<file path="config.mk">
export PLATFORM = sky130hd
export DESIGN_NAME = sipo_deserializer
export DESIGN_NICKNAME = d
export VERILOG_FILES = /design/src/rtl/sipo_deserializer.sv
export SDC_FILE = /design/constraint.sdc
export NUM_CORES = 1
export LEC_CHECK = 0
export BUFFER_PORTS_ARGS = -buffer_cell sky130_fd_sc_hd__buf_2
export CORE_AREA = 3 3 40 42
export DETAILED_ROUTE_END_ITERATION = 7
export DIE_AREA = 0 0 43 45
export PLACE_DENSITY = 0.7
export SLEW_MARGIN = 30
export SYNTH_ARGS = -nofsm -noshare
export SYNTH_HDL_FRONTEND = slang
export SYNTH_SLANG_ARGS = --single-unit
</file>
<file path="constraint.sdc">
create_clock -name clk -period 1.6 [get_ports clk]
set_input_delay 0.24 -clock clk [delete_from_list [all_inputs] [get_ports clk]]
set_output_delay 0.24 -clock clk [all_outputs]
set_load 0.01 [all_outputs]
</file>
<file path="src/rtl/sipo_deserializer.sv">
// Serial-in parallel-out receiver with one word of buffering (shift register + output register).
// Define SIPO_PARITY_CHECK_EN to expect a trailing even-parity bit per word and report parity_err.
module sipo_deserializer #(
  parameter int WIDTH     = 4,
  parameter bit MSB_FIRST = 1'b1
) (
  input  logic             clk,
  input  logic             reset,
  input  logic             flush,
  input  logic             sin_valid,
  input  logic             sin_data,
  output logic             in_ready,
  output logic [WIDTH-1:0] out,
  output logic             out_valid,
  input  logic             out_ready,
  output logic             overrun,
  output logic             parity_err
);

`ifdef SIPO_PARITY_CHECK_EN
  localparam int NBITS = WIDTH + 1;
`else
  localparam int NBITS = WIDTH;
`endif
  localparam int CW = $clog2(NBITS);
  localparam logic [CW-1:0] LAST = CW'(NBITS - 1);

  // FULL means a complete word is parked in shreg waiting for the output register
  typedef enum logic {SHIFT, FULL} state_t;

  state_t           state, state_n;
  logic [CW-1:0]    count, count_n;
  logic [WIDTH-1:0] shreg, shreg_n, out_n, shifted, assembled;
  logic             out_valid_n, overrun_n;
  logic             accept, drain, last;
`ifdef SIPO_PARITY_CHECK_EN
  logic             par_q, par_n, perr_q, perr_n, data_bit;
`endif

  assign in_ready = (state == SHIFT);
`ifdef SIPO_PARITY_CHECK_EN
  assign parity_err = perr_q;
`else
  assign parity_err = 1'b0;
`endif

  always_ff @(posedge clk) begin
    if (!reset) begin
      state     <= SHIFT;
      count     <= '0;
      shreg     <= '0;
      out       <= '0;
      out_valid <= 1'b0;
      overrun   <= 1'b0;
`ifdef SIPO_PARITY_CHECK_EN
      par_q     <= 1'b0;
      perr_q    <= 1'b0;
`endif
    end else begin
      state     <= state_n;
      count     <= count_n;
      shreg     <= shreg_n;
      out       <= out_n;
      out_valid <= out_valid_n;
      overrun   <= overrun_n;
`ifdef SIPO_PARITY_CHECK_EN
      par_q     <= par_n;
      perr_q    <= perr_n;
`endif
    end
  end

  always_comb begin
    state_n     = state;
    count_n     = count;
    shreg_n     = shreg;
    out_n       = out;
    out_valid_n = out_valid;
    overrun_n   = overrun;
`ifdef SIPO_PARITY_CHECK_EN
    par_n       = par_q;
    perr_n      = perr_q;
    data_bit    = (count < CW'(WIDTH));
`endif

    accept = sin_valid && in_ready && !flush;
    drain  = out_valid && out_ready;
    last   = (count == LAST);

    if (MSB_FIRST) shifted = {shreg[WIDTH-2:0], sin_data};
    else           shifted = {sin_data, shreg[WIDTH-1:1]};

`ifdef SIPO_PARITY_CHECK_EN
    // the parity bit is checked but never shifted into the data word
    assembled = data_bit ? shifted : shreg;
`else
    assembled = shifted;
`endif

    if (drain) out_valid_n = 1'b0;
    if (sin_valid && !in_ready) overrun_n = 1'b1;

    if (flush) begin
      state_n = SHIFT;
      count_n = '0;
      shreg_n = '0;
`ifdef SIPO_PARITY_CHECK_EN
      par_n   = 1'b0;
`endif
    end else begin
      case (state)
        SHIFT: begin
          if (accept) begin
            shreg_n = assembled;
            if (!last) begin
              count_n = count + 1'b1;
            end else if (!out_valid || out_ready) begin
              // word goes straight to the output register, possibly replacing one being consumed
              out_n       = assembled;
              out_valid_n = 1'b1;
              count_n     = '0;
`ifdef SIPO_PARITY_CHECK_EN
              perr_n      = (^assembled) ^ sin_data;
`endif
            end else begin
              state_n = FULL;
              count_n = '0;
`ifdef SIPO_PARITY_CHECK_EN
              par_n   = sin_data;
`endif
            end
          end
        end
        FULL: begin
          if (drain) begin
            out_n       = shreg;
            out_valid_n = 1'b1;
            state_n     = SHIFT;
            count_n     = '0;
`ifdef SIPO_PARITY_CHECK_EN
            perr_n      = (^shreg) ^ par_q;
`endif
          end
        end
        default: state_n = SHIFT;
      endcase
    end
  end

endmodule

</file>
After elaboration in Yosys (flattened, before gate mapping):

Index checks and enable logic that the tools add are counted.

* register bits: 13
* latch bits: 0
* RAM bits: 0
* bits in read-only memories: 0
* input bits: 6
* output and inout bits: 8
* logic and storage cells: 47
* memories: 0

* add/sub/neg operators: 1
* multipliers: 0
* div/mod/pow operators: 0
* magnitude comparators: 0
* equality and inequality tests: 5
* shift operators: 0
* mux-type cells: 21
* bitwise gates (word level): 3
* reductions and logical operators: 11

Operator list (count)
* $mux 4: 4
* $mux 1: 10
* $ne 2x1->1 const B: 4
* $pmux 4 s2: 1
* $mux 2: 3
* $reduce_and 5->1: 1
* $logic_and 1x1->1: 4
* $pmux 1 s2: 2
* $pmux 2 s2: 1
* $reduce_and 2->1: 2
* $not 1->1: 3
* $add 2x1->2 const B: 1
* $eq 2x2->1 const B: 1
* $logic_not 1->1: 2
* $reduce_or 2->1: 1
* $logic_or 1x1->1: 1

Depth between registers and ports, before layout:

* word-level depth: 7
* depth in mapped cells: 4
* mapped depth without buffers: 4

Worst setup path before layout:

Ideal clock, no wire load.

* path kind: reg-to-reg
* start: reg count[0]
* end: reg out[2]
* arrival: 1.145 ns
* data required time: 1.481 ns
* slack: 0.336 ns
* stages on the path, launching flop included: 5
* period minus slack after synthesis: 1.264 ns
* cell sequence: dfxtp_1 > ha_1 > a21oi_2 > a211o_1 > o221a_1

* word-level cells in the longest chain between the ends: 3

RTL lines
* from (decl): line 32 `logic [CW-1:0] count, count_n;`
* from (signal assigned): line 61 `count <= count_n;`
* $eq 2x2->1: line 88 `last = (count == LAST);`
* $ne 2x1->1 (no line)
* $reduce_and 5->1 (no line)
* to (signal assigned): line 63 `out <= out_n;`
* to (decl): line 13 `output logic [WIDTH-1:0] out,`

No other way between the ends.
A chain may end at the register's enable or synchronous reset.

Worst setup path in the final report:

* start: reg state
* end: out in_ready

* word-level cells in the longest chain between the ends: 1

RTL lines
* from (decl): line 31 `state_t state, state_n;`
* from (signal assigned): line 60 `state <= state_n;`
* $not 1->1 (no line)
* to (decl): line 12 `output logic in_ready,`

No other way between the ends.

==> metrics.cfg <==
[outcome]
status=finished clean

[cts]
hold_buffers=0
htreeDepth=1
clock-root-buffer=clkbuf_4
cts_tree=yes
cts.sinks=13
clockBufferDepth=2
clk_pin_slew_worst_paths_ns=0.08
cts_buffers=3
clk_latency_ns=0.27
post_cts_resized=0
postCtsSetupBuffers=0

[die]
die_area_sq_um=1940
initial_core_util_pct=48.1
io_pins=14
core_area_sq_um=1280
die_x_um=43
row_count=13
dieHeight_um=45

[setup_path]
worstPathCellList=buf_4, inv_1, buf_2
slowest_stage=dfxtp_1
cp_slowest_stage_delay_ns=0.44
required_ns=1.36
worst-setup-path-type=flop to output port
cp_top_family=buffers and inverters
cp.buffers_inverters=3
arrival_ns=1.15
crit_path_end_kind=output port
path_max_fanout=10
critPathLaunchType=flop

[layout]
fillers=121
regArea_sq_um=260
finalNonFillerCells=100
area_delta_synth_final_pct=16.6
drive_above_1_share_pct=25.9
multi_input_area_sq_um=318
insertedDiodeCount=0
nets=93

[route]
drt_iter0_markers=9
drc=0
via_count=540
dr.pass1.iters=4
wl_mm=1.20
wl_per_cell_um=12.0
final_antenna_net_count=0
viasPerCell=5.40

[synthesis]
synth_compound_area_share_pct=28.7
synth-simple-area-share_pct=20.0
synth-seq-cells=13
netlist_area_sq_um=618
yosysSeqAreaShare_pct=42.1
ys_warn_count=0
synthAdderAreaFrac_pct=2.02
synth_nets=77
synth.distinct_cells=25
synth_top_family_by_area=compound AO/OA/AOI/OAI gates
synth_area_per_cell_sq_um=8.83
synth-xor-area-share_pct=0
synth_mux_area_share_pct=0
syn-instance-count=70

[grt]
grt_pass1_wl_mm=2.03
antenna_found_initial=0
grt_pass1_vias=464
grt_overflow_total=0
grt_max_degree=11
track_usage_pct=13.6

[placement]
port_buffers=12
hpwl_um=914
place_congestion=0.729
placed_cells=96

[timing]
slew_violations=0
finalSetupViolations=0
fin_crit_sh_pct=86.8
timing_hold_violations_final=0
fmaxAchievable_mhz=720
fin_tns_setup_ns=0
period_needed_ns=1.39
fin_skew_ns=0.000683
rsz0062_at_grt=no

[power_and_ir_drop]
irDropWorstVdd_mv=0.476
p_per_area_nw_per_um2=780
p_leak_nw=0.295

[hold_path]
hp-class=primary input to flop

[job]
drv_cap=0

-- per-layer routing --
| layer | wire [um] | vias up | part of all wire [%] | global-route usage, % |
|---|---|---|---|---|
| met5 | 0 | - | 0 | 0 |
| met4 | 18 | 0 | 1.5 | 5.42 |
| met3 | 54 | 2 | 4.5 | 2.39 |
| li1 | - | 279 | - | - |
| met1 | 556 | 250 | 46 | 18.0 |
| met2 | 568 | 9 | 47 | 22.2 |
-- cell usage in the layout (no fill, tap or decap) --
cell,count
nand2b_1,1
clkbuf_4,3
nand2_1,10
nor2b_1,4
and3b_1,2
a221oi_1,1
a31oi_1,2
o221a_1,1
nor2_1,2
clkbuf_1,1
o311ai_0,1
buf_4,2
ha_1,1
o21ai_0,1
dfxtp_1,13
a21boi_0,1
nand3_1,2
nand4_1,2
a211o_1,1
or2b_1,1
conb_1,1
buf_2,12
a21oi_2,1
o221a_2,3
a21oi_1,9
inv_1,6
a2111oi_4,1
-- layout make-up --
class                           instances  area share, %
Multi-Input combinational cell         48           44.1
Sequential cell                        13           36.1
Timing Repair Buffer                   14           10.4
Clock buffer                            4           3.65
Inverter                                6           3.13
Tap cell                               15           2.60
-- state kept, by name, summed over array words and instances, names as in the netlist --
name	count
count	2
state	1
shreg	4
out_valid	1
overrun	1
out	4
-- worst paths after layout --
| check | slack (ns) | from | depth (start not counted) | to |
|---|---|---|---|---|
| worst max-delay path | 0.21 | state | 3 | in_ready |
| worst min-delay path | 0.19 | out_ready | 2 | state |
| worst max register to register | 0.24 | count[0] | 4 | out[2] |
| worst min register to register | 0.45 | shreg[3] | 2 | shreg[3] |
-- through the flow --
| stage | total power, mW | hold WS (ns) | utilization [%] | area (sq um) | worst slack, ns |
|---|---|---|---|---|---|
| 2_1_floorplan | 0.355 | 0.351 | - | 618 | 0.336 |
| 3_3_place_gp | 0.371 | 0.445 | 54.0 | 694 | 0.298 |
| 3_5_place_dp | 0.371 | 0.446 | 54.0 | 694 | 0.252 |
| 4_1_cts | 0.566 | 0.180 | 56.1 | 721 | 0.221 |
| 5_1_grt | 0.590 | 0.175 | 56.1 | 721 | 0.124 |
| 6_report | 0.562 | 0.185 | 56.1 | 721 | 0.211 |
-- cells by family after synthesis --
logic type	Yosys count
buffers and inverters	9
other	1
adders and majority gates	1
AOI/OAI and AO/OA	22
DFF	13
and+or+nand+nor	24
-- power breakdown --
part | switching (mW) | total (mW) | internal, mW | leakage [nW]
Sequential | 0.00204 | 0.328 | 0.326 | 0.105
Combinational | 0.0229 | 0.0350 | 0.0122 | 0.175
Clock | 0.102 | 0.199 | 0.0966 | 0.0150
Total | 0.127 | 0.562 | 0.435 | 0.295
-- Yosys cell counts --
cell type / instances / share of area (%)
nand4_1: 2 / 2.0
conb_1: 1 / 0.61
o221a_1: 1 / 1.8
a21oi_1: 9 / 7.3
a221oi_1: 1 / 1.4
inv_1: 6 / 3.6
a31oi_1: 2 / 2.0
ha_1: 1 / 2.0
a2111oi_4: 1 / 4.5
nand3_1: 2 / 1.6
a211o_1: 1 / 1.4
buf_2: 2 / 1.6
a21boi_0: 1 / 1.2
nand2b_1: 1 / 1.0
and3b_1: 2 / 2.8
a21oi_2: 1 / 1.4
o21ai_0: 1 / 0.81
o311ai_0: 1 / 1.4
o221a_2: 3 / 5.5
dfxtp_1: 13 / 42
nor2b_1: 4 / 4.0
nor2_1: 2 / 1.2
or2b_1: 1 / 1.2
buf_4: 1 / 1.2
nand2_1: 10 / 6.1
Power figures use the tool's default switching activity.
